--- src/rtl/serial_sub_ctrl.sv ---
// -----------------------------------------------------------------------------
// serial_sub_ctrl
//
// Bit-serial sequencer for one external single-bit full-subtractor cell
// (A, B, Bi -> Df, Bo). It latches two WIDTH-bit operands and a borrow-in on
// an accepted start. It then feeds the cell one bit pair per clock, LSB first,
// and returns each borrow-out to the cell as the next borrow-in. The difference
// is assembled one bit at a time and presented with a one-cycle done pulse.
// One cell therefore does a WIDTH-bit subtraction without a ripple chain.
//
// Parameters:
//   WIDTH    operand/result width in bits (2..64)
//
// Optional feature:
//   SERIAL_SUB_ABORT_EN  when defined, adds an 'abort' input. Abort in RUN
//                        returns to IDLE with no done pulse and clears
//                        diff/bout. Start wins over abort in IDLE.
//
// Ports:
//   clk        in   1      clock, rising edge
//   rst_n      in   1      asynchronous reset, active low
//   start      in   1      request, sampled only in IDLE
//   abort      in   1      (SERIAL_SUB_ABORT_EN only) abandon a RUN sequence
//   a          in   WIDTH  minuend, sampled with start
//   b          in   WIDTH  subtrahend, sampled with start
//   bin        in   1      initial borrow-in, sampled with start
//   busy       out  1      high in RUN and DONE
//   done       out  1      one-cycle pulse, diff/bout valid
//   diff       out  WIDTH  a - b - bin mod 2^WIDTH, held until next start
//   bout       out  1      final borrow-out (1 = underflow)
//   cell_a     out  1      to cell A
//   cell_b     out  1      to cell B
//   cell_bi    out  1      to cell Bi
//   cell_df    in   1      from cell Df
//   cell_bo    in   1      from cell Bo
// -----------------------------------------------------------------------------
module serial_sub_ctrl #(
  parameter int WIDTH = 8
) (
  input  logic             clk,
  input  logic             rst_n,
  input  logic             start,
`ifdef SERIAL_SUB_ABORT_EN
  input  logic             abort,
`endif
  input  logic [WIDTH-1:0] a,
  input  logic [WIDTH-1:0] b,
  input  logic             bin,
  output logic             busy,
  output logic             done,
  output logic [WIDTH-1:0] diff,
  output logic             bout,
  output logic             cell_a,
  output logic             cell_b,
  output logic             cell_bi,
  input  logic             cell_df,
  input  logic             cell_bo
);

  localparam int CntW = (WIDTH > 1) ? $clog2(WIDTH) : 1;
  localparam logic [CntW-1:0] LastCnt = CntW'(WIDTH - 1);

  typedef enum logic [1:0] {
    StIdle,
    StRun,
    StDone
  } state_e;

  state_e           state_q, state_d;
  logic [WIDTH-1:0] shA_q, shA_d;
  logic [WIDTH-1:0] shB_q, shB_d;
  logic [WIDTH-1:0] diff_q, diff_d;
  logic             brw_q, brw_d;
  logic             bout_q, bout_d;
  logic [CntW-1:0]  cnt_q, cnt_d;
  logic             abortReq;

`ifdef SERIAL_SUB_ABORT_EN
  assign abortReq = abort;
`else
  assign abortReq = 1'b0;
`endif

  // State, operand shifters, running borrow, bit counter and result.
  always_ff @(posedge clk or negedge rst_n) begin
    if (!rst_n) begin
      state_q <= StIdle;
      shA_q   <= '0;
      shB_q   <= '0;
      diff_q  <= '0;
      brw_q   <= 1'b0;
      bout_q  <= 1'b0;
      cnt_q   <= '0;
    end else begin
      state_q <= state_d;
      shA_q   <= shA_d;
      shB_q   <= shB_d;
      diff_q  <= diff_d;
      brw_q   <= brw_d;
      bout_q  <= bout_d;
      cnt_q   <= cnt_d;
    end
  end

  // Next state and outputs. The cell inputs come from registers only, so
  // start has no combinational path to any output.
  always_comb begin
    state_d = state_q;
    shA_d   = shA_q;
    shB_d   = shB_q;
    diff_d  = diff_q;
    brw_d   = brw_q;
    bout_d  = bout_q;
    cnt_d   = cnt_q;
    busy    = 1'b0;
    done    = 1'b0;
    cell_a  = 1'b0;
    cell_b  = 1'b0;
    cell_bi = 1'b0;

    case (state_q)
      StIdle: begin
        // diff/bout keep the previous result until the first bit lands.
        if (start) begin
          state_d = StRun;
          shA_d   = a;
          shB_d   = b;
          brw_d   = bin;
          cnt_d   = '0;
        end
      end

      StRun: begin
        busy    = 1'b1;
        cell_a  = shA_q[0];
        cell_b  = shB_q[0];
        cell_bi = brw_q;
        if (abortReq) begin
          state_d = StIdle;
          diff_d  = '0;
          bout_d  = 1'b0;
        end else begin
          // Each difference bit enters at the MSB; after WIDTH shifts the
          // first (LSB) bit has reached position 0.
          diff_d = {cell_df, diff_q[WIDTH-1:1]};
          brw_d  = cell_bo;
          shA_d  = shA_q >> 1;
          shB_d  = shB_q >> 1;
          if (cnt_q == LastCnt) begin
            bout_d  = cell_bo;
            state_d = StDone;
          end else begin
            cnt_d = cnt_q + 1'b1;
          end
        end
      end

      StDone: begin
        busy    = 1'b1;
        done    = 1'b1;
        state_d = StIdle;
      end

      default: begin
        state_d = StIdle;
      end
    endcase
  end

  assign diff = diff_q;
  assign bout = bout_q;

endmodule

--- config.mk ---
export PLATFORM = sky130hd
export DESIGN_NAME = serial_sub_ctrl
export DESIGN_NICKNAME = d
export VERILOG_FILES = /design/src/rtl/serial_sub_ctrl.sv
export SDC_FILE = /design/constraint.sdc
export NUM_CORES = 1
export LEC_CHECK = 0
export ABC_AREA = 0
export CELL_PAD_IN_SITES_DETAIL_PLACEMENT = 1
export CELL_PAD_IN_SITES_GLOBAL_PLACEMENT = 2
export CORE_MARGIN = 3
export CORE_UTILIZATION = 33
export DETAILED_ROUTE_END_ITERATION = 12
export GPL_TIMING_DRIVEN = 0
export PLACE_DENSITY_LB_ADDON = 0.1
export SLEW_MARGIN = 20
export SYNTH_ARGS = -nofsm -noshare
export SYNTH_HDL_FRONTEND = slang
export SYNTH_SLANG_ARGS = --single-unit
export TNS_END_PERCENT = 100
--- constraint.sdc ---
create_clock -name clk -period 4.2 [get_ports clk]
set_clock_uncertainty 0.05 [all_clocks]
set_input_delay 0.84 -clock clk [delete_from_list [all_inputs] [get_ports clk]]
set_output_delay 0.84 -clock clk [all_outputs]
set_load 0.02 [all_outputs]
# Word-level counts from Yosys, hierarchy flattened
# Cells that the tools add are included.
# op_classes
n_eq_ne,6
addsub,1
reduce_logical,7
mux,17
# op_table
operator,n
$pmux 8 s2,2
$mux 8,2
$mux 1,6
$mux 3,2
$ne 2x2->1 const B,3
$pmux 3 s2,1
$reduce_and 2->1,3
$mux 2,2
$pmux 2 s2,1
$add 3x1->3 const B,1
$eq 3x3->1 const B,1
$reduce_and 3->1,1
$eq 2x1->1 const B,1
$eq 2x2->1 const B,1
$logic_not 2->1,1
$pmux 1 s2,1
$reduce_bool 2->1,1
$reduce_or 2->1,1
# totals
input_bits,22
register_bits,31
wordCells,38

# Logic depth before layout (Yosys ltp)
# Gate-level depths: netlist of the first run.
# logic_depth
depth_word,3
depth_mapped,7

# Least setup slack after synthesis of the first run
# No wires, ideal clock.
# synth_timing
path_kind,register to output
from,register state_q[1]
to,output port cell_a
n_path_buf,1
path_slack_ns,2.140
required_time_ns,3.310
path_stages_with_launch,5
arrival_time_ns,1.170
cell_sequence,dfrtp_1 > inv_1 > ha_1 > buf_2 > and2_1
# synth_via
elab_chain_len,2
# synth_rtl
element,line_no,text
from (decl),69,"state_e state_q, state_d;"
from (signal assigned),87,state_q <= StIdle;
from (signal assigned),95,state_q <= state_d;
$eq 2x1->1,121,case (state_q)
$mux 1,121,
to (decl),53,"output logic cell_a,"
# No other way between the ends.

# Worst setup path after layout of the first run
# Same ends and word-level chain as after synthesis.

==> results of run 1 <==
[area by class of cell]
cell class	count	area (um2)	share of cell area, %
Buffer	7	33.78	1.718
Clock buffer	8	100.1	5.089
Inverter	5	18.77	0.9542
Multi-Input combinational cell	85	630.6	32.06
Sequential cell	31	775.7	39.44
Tap cell	50	62.56	3.181
Timing Repair Buffer	35	345.3	17.56
[metrics by stage]
step | hold WS [ns] | utilization (%) | total power, mW | instances | cell area, um2
final | 0.4298 | 47.46 | 1.503 | 221 | 1967
after global routing | 0.4600 | 47.46 | 1.627 | 221 | 1967
after CTS | 0.4393 | 47.46 | 1.542 | 221 | 1967
after detailed placement | 0.4248 | 45.05 | 1.273 | 213 | 1867
after global placement | 0.4117 | 45.17 | 1.243 | 213 | 1872
after floorplan | 0.3924 | - | 1.007 | 128 | 1459
[power by group through the flow]
stage	Clock [mW]	Sequential (mW)	Combinational [mW]
floorplan	0	0.563	0.444
global placement	0	0.516	0.726
detailed placement	0	0.526	0.747
CTS	0.272	0.520	0.750
global route	0.279	0.539	0.809
finish	0.256	0.517	0.729
[worst max-delay path by stage]
stage,to,slack [ns],depth (start not counted)
after floorplan,cell_a,2.14,4
after detailed placement,cell_a,1.47,5
after global placement,cell_b,1.48,5
after CTS,cell_a,1.15,5
after global routing,cell_a,1.01,5
final,cell_a,1.19,5
[sequential cells by signal, indices dropped and copies added (netlist names)]
signal   count
state_q      2
shA_q        8
bout         1
diff         8
brw_q        1
cnt_q        3
shB_q        8
[logic make-up (layout without fill, tap and decap cells)]
kind of cell	Yosys count	in the layout	synth area share [%]
AOI/OAI and AO/OA	21	21	7.890
adders and majority gates	7	7	6.003
buffers and inverters	12	55	3.602
DFF	31	31	53.17
muxes	29	29	20.84
and+or+nand+nor	28	28	8.491
[cells in the final DEF, fill, tap and decap left out]
cell type / Yosys / layout
clkdlybuf4s50_1: 0 / 34
dfrtp_1: 31 / 31
nand2_1: 20 / 20
mux2i_1: 18 / 18
o21ai_1: 13 / 13
mux2_2: 10 / 10
buf_2: 6 / 7
ha_1: 7 / 7
clkbuf_8: 0 / 7
inv_1: 5 / 5
o21ai_0: 5 / 5
and2_1: 3 / 3
clkbuf_1: 1 / 2
nand2b_1: 2 / 2
nor2_1: 1 / 1
and2b_1: 1 / 1
a211oi_2: 1 / 1
nor2b_1: 1 / 1
mux2_1: 1 / 1
a21oi_1: 1 / 1
o21a_1: 1 / 1
[critical path, cell delays in order, from the launching register on]
cell and delay, ns:
dfrtp_1 0.38, inv_1 0.14, ha_1 0.28, buf_2 0.26, and2_1 0.17, clkdlybuf4s50_1 0.60
[per-layer routing]
metal  vias up  global-route usage, %
li1        515                      -
met1       504                  15.62
met2        26                  21.33
met3         5                  4.986
met4         0                  4.303
met5         -                      0
==> impl_metrics.tcl, run 1 <==
set metrics [dict create \
    outcome "finished clean" \
    synth_area_per_cell_um2 11.40 \
    fill_cells 453 \
    met3_wirelength_um 184 \
    route.antenna.remaining_nets 0 \
    hp-start "shA_q[1]$_DFFE_PN0P_" \
    cts.root.buffer_cell "clkbuf_8" \
    synth_top_cell_by_area "dfrtp_1" \
    crit_path_start_kind "register" \
    slew_headroom_pct 53.64 \
    postCtsSetupRepairBufs 0 \
    path_max_fanout 10 \
    totalWireLength_mm 3.057 \
    timing.hold.worst_path_depth 2 \
    synth-seq-cells 31 \
    antenna-diode-count 0 \
    detail_route.first_pass.iterations 2 \
    vias_in_the_first_global_route 1106 \
    met2_wirelength_mm 1.472 \
    leakagePower_nw 0.8952 \
    ys_dominant_reg_cell "dfrtp_1" \
    tritoncts_num_sinks 31 \
    post_synth_most_frequent_cells "dfrtp_1 (31), nand2_1 (20), mux2i_1 (18), o21ai_1 (13), mux2_2 (10)" \
    synth_sequential_area_ratio_pct 53.17 \
    grt_remaining_overflow 0 \
    rr_worst_depth 6 \
    comb_power_share_pct 48.5 \
    groute.usage.overall_pct 12.98 \
    cp-end-kind "output port" \
    async_reset_ff_share_pct 100.0 \
    syn-num-nets 157 \
    number_of_distinct_library_cell_variants_in_the_gate_level_netlist_after_synthesis 19 \
    viasPerCell 4.751 \
    portBuffers 35 \
    layout_worst_path_cycle_share_pct 71.71 \
    clk_transition_reported_paths_ns 0.07 \
    finalCriticalPeriod_ns 3.012 \
    cells_resized_by_post_cts_repair 0 \
    dr_total_vias 1050 \
    worst_r2r_endpoint "shA_q[6]$_DFFE_PN0P_" \
    synthesis.area_um2 1459 \
    cts_tree "built" \
    fin_nets 199 \
    cts_buffer_depth 2 \
    holdCritPathClass "reg -> reg" \
    post_synth_main_area_contributors "dfrtp_1 (53%), mux2i_1 (12%), mux2_2 (7.7%), ha_1 (6.0%), nand2_1 (5.1%)" \
    most_instantiated_library_cell_after_synthesis "dfrtp_1" \
    die-height_um 72.49 \
    drc 0 \
    worstHoldEndpoint "shA_q[1]$_DFFE_PN0P_" \
    pin_count 36 \
    antenna_found_initial 0 \
    worst_skew_pair.late_latency_ns 0.28 \
    internal_power_mw 0.9477 \
    initial_utilization_pct 35.21 \
    netlist_instances 128 \
    ff2ff_setup_slack_ns 2.30 \
    grt_start_max_net_pins 32 \
    cts-htree-levels 2 \
    finalHoldViolCount 0 \
    gp_congestion 0.8062 \
    max_cap_violations 0 \
    dp_slack_ns 1.466 \
    endpoints_failing_setup 0 \
    drive_gt1_share_pct 14.62 \
    highest-signal-layer "met4" \
    netlist.area_leader.share_pct 53.17 \
    sw_power_mw 0.5549 \
    count_of_routing_violations_after_the_opening_detailed_route_iteration 38 \
    floorplan.rows 23 \
    placeableCoreArea_um2 4144 \
    seq_power_share_pct 34.4 \
    crit_arrival_ns 2.12 \
    vdd_drop_max_v 0.0002161 \
    fmax_mhz 332.0 \
    regToRegStartpoint "state_q[0]$_DFFE_PN0P_" \
    p_per_area_nw_per_um2 764.0 \
    swShare_pct 36.93 \
    synth_edf_count 0 \
    drt-wirelength-per-cell_um 13.83 \
    area_growth_syn_to_layout_pct 34.82 \
    tritoncts.num_buffers 5 \
    die_area_um2 5255 \
    power_share_of_the_clock_group_pct 17.1 \
    crit_required_ns 3.31 \
    chipWidth_um 72.49 \
    route.layer.met1.wl_mm 1.361 \
    post-route-worst-setup-slack_ns 1.188 \
    worst_setup_path_startpoint "state_q[1]$_DFFE_PN0P_" \
    cts.hold.buffers_added 0 \
    drv_slew 0 \
    worstMarginPinSlew_ns 0.6954 \
    wire_length_of_the_first_global_routing_pass_mm 5.181 \
    ys.warnings.count 0 \
    tns_ns 0 \
    timing_worst_setup_path_type "reg -> out" \
    detailed_placement_wirelength_estimate_mm 2.263 \
    unrepaired_setup_endpoints_after_global_routing "false" \
]
Note: power is estimated with default switching activity, not from simulation.
==> run 2, diff against run 1 <==
--- a/config.mk
+++ b/config.mk
@@ -9,7 +9,7 @@
 export CELL_PAD_IN_SITES_DETAIL_PLACEMENT = 1
 export CELL_PAD_IN_SITES_GLOBAL_PLACEMENT = 2
 export CORE_MARGIN = 3
-export CORE_UTILIZATION = 33
+export CORE_UTILIZATION = 31
 export DETAILED_ROUTE_END_ITERATION = 12
 export GPL_TIMING_DRIVEN = 0
 export PLACE_DENSITY_LB_ADDON = 0.1
==> constraint.sdc (replaced) <==
create_clock -name clk -period 2.9 [get_ports clk]
set_clock_uncertainty 0.05 [all_clocks]
set_input_delay 0.58 -clock clk [delete_from_list [all_inputs] [get_ports clk]]
set_output_delay 0.58 -clock clk [all_outputs]
set_load 0.02 [all_outputs]
==> run 2 against run 1 <==
- sequential share of layout area is 0.20 points higher
- cell count increased by 0.45%
- via count is essentially flat
- power is 43% higher
- first-iteration DRC count is 32% lower
- combinational power up 45%
- utilization fell by 3.4 points
- count of clock-buffer cells in the layout fell by 2
- flip-flop and latch count is the same
- global-route usage shrank 0.66 points
- routed wire length rose by 2.4%
- clock power up 29%
==> impl_metrics.tcl, run 2 (synthesis gave the netlist of run 1 again) <==
set metrics [dict create \
    grt_util_met1_pct 16.02 \
    portBuffers 35 \
    sw_power_mw 0.8044 \
    fmax_mhz 366.2 \
    drv_slew 0 \
    cts.root.buffer_cell "clkbuf_8" \
    grt_start_max_net_pins 32 \
    crit_path_start_kind "register" \
    cts_tree "built" \
    totalWireLength_mm 3.131 \
    leakagePower_nw 0.8907 \
    viasPerCell 4.725 \
    cts-htree-levels 2 \
    wire_length_of_the_first_global_routing_pass_mm 5.119 \
    die_area_um2 5565 \
    ff_latch_area_um2 775.7 \
    drt-wirelength-per-cell_um 14.10 \
    dr_total_vias 1049 \
    tritoncts_num_sinks 31 \
    gp_congestion 0.7325 \
    groute.layer.met3.usage_pct 5.676 \
    max_cap_violations 0 \
    chipWidth_um 74.60 \
    tritoncts.num_buffers 5 \
    multi_input_comb_area_um2 630.6 \
    antenna_found_initial 0 \
    power_share_of_the_clock_group_pct 15.4 \
    fill_cells 491 \
    cells_resized_by_post_cts_repair 0 \
    swShare_pct 37.47 \
    rr_worst_depth 6 \
    crit_arrival_ns 2.10 \
    drc 0 \
    cts_buffer_depth 2 \
    outcome "finished clean" \
    tns_ns 0 \
    holdCritPathClass "in -> async" \
    timing_worst_setup_path_type "reg -> out" \
    path_max_fanout 10 \
    antenna-diode-count 0 \
    worst_skew_pair.late_latency_ns 0.27 \
    cts.hold.buffers_added 0 \
    pin_count 36 \
    layout_worst_path_cycle_share_pct 94.16 \
    most-common-layout-cells "clkdlybuf4s50_1 (34), dfrtp_1 (31), nand2_1 (20), mux2i_1 (18), o21ai_1 (13)" \
    route.antenna.remaining_nets 0 \
    internal_power_mw 1.343 \
    worstMarginPinSlew_ns 0.6845 \
    unrepaired_setup_endpoints_after_global_routing "false" \
    finalCriticalPeriod_ns 2.731 \
    crit_required_ns 2.27 \
    detailed_placement_wirelength_estimate_mm 2.384 \
    seq_power_share_pct 35.1 \
    vdd_drop_max_v 0.0003580 \
    cpPeakStageDelay_ns 0.60 \
    final_common_cell "clkdlybuf4s50_1" \
    detail_route.first_pass.iterations 4 \
    crit_slowest_cell "clkdlybuf4s50_1" \
    die-height_um 74.60 \
    drive_gt1_share_pct 14.71 \
    finalHoldViolCount 0 \
    fin_nets 199 \
    placeableCoreArea_um2 4444 \
    groute.usage.overall_pct 12.31 \
    p_per_area_nw_per_um2 1097 \
    initial_utilization_pct 32.83 \
    endpoints_failing_setup 0 \
    area_growth_syn_to_layout_pct 34.13 \
    clk_transition_reported_paths_ns 0.06 \
    floorplan.rows 24 \
    top_usage_layer "met2" \
    utilization_pct 44.03 \
    grt_use_met2_pct 18.73 \
    cp-end-kind "output port" \
    postCtsSetupRepairBufs 0 \
    crit_chain "inv_1, ha_1, buf_2, and2_1, clkdlybuf4s50_1" \
    grt_remaining_overflow 0 \
    comb_power_share_pct 49.5 \
    count_of_routing_violations_after_the_opening_detailed_route_iteration 26 \
    slew_headroom_pct 54.37 \
    vias_in_the_first_global_route 1084 \
]
[run 2: metal layers]
layer  vias to the layer above  routed length (um)
met5                         -                   0
met3                         2                 221
met4                         0                  13
met1                       504                1425
met2                        29                1471
li1                        514                   -
[run 2: final timing paths]
path	start	to	slack, ns
max in group asynchronous	rst_n	shA_q[3]$_DFFE_PN0P_	2.05
worst min-delay path	rst_n	state_q[0]$_DFFE_PN0P_	0.29
min in group clk	shA_q[3]$_DFFE_PN0P_	shA_q[3]$_DFFE_PN0P_	0.44
worst min register to register	shA_q[3]$_DFFE_PN0P_	shA_q[3]$_DFFE_PN0P_	0.44
worst max-delay path	state_q[1]$_DFFE_PN0P_	cell_bi	0.17
worst max register to register	state_q[0]$_DFFE_PN0P_	shA_q[2]$_DFFE_PN0P_	0.94
[run 2: critical path: cells and delay by family, from the launching register on]
| kind | cells | cell delay [ns] |
|---|---|---|
| buffers and inverters | 3 | 1.00 |
| DFF | 1 | 0.39 |
| adders and majority gates | 1 | 0.28 |
| and+or+nand+nor | 1 | 0.17 |
[run 2: layout make-up]
class / count / share of cell area (%)
well taps: 52 / 3.325
repair buffers: 35 / 17.65
multi-input cells: 85 / 32.23
plain buffers: 7 / 1.726
clock buffers: 6 / 4.220
inverters: 5 / 0.9591
flip-flops and latches: 31 / 39.64
clock inverters: 1 / 0.2558
[run 2: power by group through the flow]
stage	Combinational [mW]	Sequential [mW]	Clock (mW)
2_1_floorplan	0.643	0.815	0
3_3_place_gp	1.04	0.750	0
3_5_place_dp	1.08	0.768	0
4_1_cts	1.09	0.760	0.349
5_1_grt	1.17	0.786	0.373
6_report	1.06	0.754	0.331
[run 2: stage by stage]
step	std cells	worst slack, ns	power, mW	hold WS [ns]	area (um2)
2_1_floorplan	128	1.100	1.458	0.2344	1459
3_3_place_gp	215	0.4325	1.795	0.4066	1874
3_5_place_dp	215	0.4408	1.852	0.4287	1869
4_1_cts	222	0.1259	2.196	0.3220	1957
5_1_grt	222	0.001629	2.328	0.3392	1957
6_report	222	0.1694	2.147	0.2895	1957
==> run 3, diff against run 2 <==
--- a/config.mk
+++ b/config.mk
@@ -10,9 +10,11 @@
 export CELL_PAD_IN_SITES_GLOBAL_PLACEMENT = 2
 export CORE_MARGIN = 3
 export CORE_UTILIZATION = 31
+export CTS_BUF_LIST = sky130_fd_sc_hd__clkbuf_16
 export DETAILED_ROUTE_END_ITERATION = 12
 export GPL_TIMING_DRIVEN = 0
 export PLACE_DENSITY_LB_ADDON = 0.1
+export RECOVER_POWER = 50
 export SLEW_MARGIN = 20
 export SYNTH_ARGS = -nofsm -noshare
 export SYNTH_HDL_FRONTEND = slang
==> run 3 against run 2 <==
- combinational power barely moved
- die area is the same
- utilization up 0.99 points
- non-clock buffer count unchanged
- count of clock-buffer cells in the layout shrank 1
- sequential share of layout area down 0.87 points
- highest routed layer unchanged
- the flow now finishes with violations (max-capacitance violations, max-slew violations)
- design area rose by 2.2%
- global-route usage fell by 0.088 points
==> impl_metrics.tcl, run 3 (synthesis gave the netlist of run 1 again) <==
set metrics [dict create \
    crit_arrival_ns 2.08 \
    post-place-cells 215 \
    timing_worst_setup_path_type "reg -> out" \
    totalWireLength_mm 3.191 \
    crit_required_ns 2.27 \
    max_cap_violations 1 \
    fin_nets 199 \
    detail_route.first_pass.iterations 4 \
    postCtsSetupRepairBufs 0 \
    chipWidth_um 74.60 \
    tritoncts_num_sinks 31 \
    power.total_mw 2.295 \
    fmax_mhz 368.7 \
    route.layer.met1.wl_mm 1.449 \
    vdd_drop_max_v 0.0004258 \
    floorplan.rows 24 \
    most-common-layout-cells "clkdlybuf4s50_1 (34), dfrtp_1 (31), nand2_1 (20), mux2i_1 (18), o21ai_1 (13)" \
    p_per_area_nw_per_um2 1147 \
    route.antenna.remaining_nets 0 \
    ff2ff_setup_slack_ns 0.92 \
    area_growth_syn_to_layout_pct 37.14 \
    cts.root.buffer_cell "clkbuf_16" \
    drt-wirelength-per-cell_um 14.37 \
    worst_skew_pair.late_latency_ns 0.27 \
    met2_wirelength_mm 1.508 \
    met3_wirelength_um 209 \
    outcome "complete, but fails checks" \
    count_of_routing_violations_after_the_opening_detailed_route_iteration 29 \
    fill_cells 488 \
    groute.usage.overall_pct 12.23 \
    grt_start_max_net_pins 32 \
    leakagePower_nw 0.9052 \
    dr_total_vias 1054 \
    cts_tree "built" \
    final_common_cell "clkdlybuf4s50_1" \
    initial_utilization_pct 32.83 \
    cts.hold.buffers_added 0 \
    die_area_um2 5565 \
    failing_checks "max-capacitance violations, max-slew violations" \
    tns_ns 0 \
    die-height_um 74.60 \
    drv_slew 32 \
    cp-end-kind "output port" \
    path_max_fanout 10 \
    post-route-worst-setup-slack_ns 0.1879 \
    clk_transition_reported_paths_ns 0.05 \
    cts-htree-levels 2 \
    endpoints_failing_setup 0 \
    detailed_placement_wirelength_estimate_mm 2.384 \
    finish.cell_count_without_fillers 222 \
    vias_in_the_first_global_route 1067 \
    unrepaired_setup_endpoints_after_global_routing "false" \
    dp_slack_ns 0.4408 \
    tritoncts.num_buffers 5 \
    finalHoldViolCount 0 \
    finalCriticalPeriod_ns 2.712 \
    viasPerCell 4.748 \
    portBuffers 35 \
    antenna-diode-count 0 \
    placed_area_um2 1869 \
    pin_count 36 \
    cts_buffer_depth 2 \
    cells_resized_by_post_cts_repair 0 \
    final_area_um2 2001 \
    drc 0 \
    highest-signal-layer "met4" \
    finalHoldWorstSlack_ns 0.4336 \
    antenna_found_initial 0 \
    holdCritPathClass "reg -> reg" \
    layout_worst_path_cycle_share_pct 93.52 \
    slew_headroom_pct -11.10 \
    grt_remaining_overflow 0 \
    gp_congestion 0.7325 \
    drive_gt1_share_pct 12.94 \
    crit_path_start_kind "register" \
    worstMarginPinSlew_ns 1.666 \
    wire_length_of_the_first_global_routing_pass_mm 5.133 \
    utilization_pct 45.02 \
    placeableCoreArea_um2 4444 \
]
run 3: final timing paths:
| path | startpoint | to | cells after the start |
|---|---|---|---|
| worst max register to register | state_q[0]$_DFFE_PN0P_ | shA_q[2]$_DFFE_PN0P_ | 6 |
| worst min-delay path | shB_q[0]$_DFFE_PN0P_ | shB_q[0]$_DFFE_PN0P_ | 2 |
| max in group asynchronous | rst_n | shA_q[4]$_DFFE_PN0P_ | 1 |
| worst min register to register | shB_q[0]$_DFFE_PN0P_ | shB_q[0]$_DFFE_PN0P_ | 2 |
| worst max-delay path | state_q[1]$_DFFE_PN0P_ | cell_b | 5 |
| min in group asynchronous | rst_n | state_q[0]$_DFFE_PN0P_ | 1 |
run 3: per-layer routing:
metal / up-vias / global-route usage, %
met5: - / 0
met4: 0 / 3.557
met3: 4 / 4.459
met2: 33 / 18.93
met1: 498 / 16.09
li1: 519 / -
run 3: report_power, final:
part	total (mW)	switching, mW	leakage, nW	internal [mW]
logic	1.06	0.546	0.454	0.516
clock network	0.475	0.167	0.0671	0.307
registers	0.758	0.117	0.384	0.640
run 3: worst max-delay path, cell delays in order, from the launching register on:
cell             delay [ns]
dfrtp_1                0.38
inv_1                  0.13
ha_1                   0.28
buf_2                  0.26
and2_1                 0.16
clkdlybuf4s50_1        0.60
run 3: area by class of cell:
class / count / area (um2) / area share (%)
flip-flops and latches: 31 / 775.7 / 38.77
plain buffers: 7 / 32.53 / 1.626
well taps: 52 / 65.06 / 3.252
inverters: 5 / 18.77 / 0.9381
clock inverters: 2 / 8.758 / 0.4378
multi-input cells: 85 / 630.6 / 31.52
repair buffers: 35 / 344.1 / 17.20
clock buffers: 5 / 125.1 / 6.254
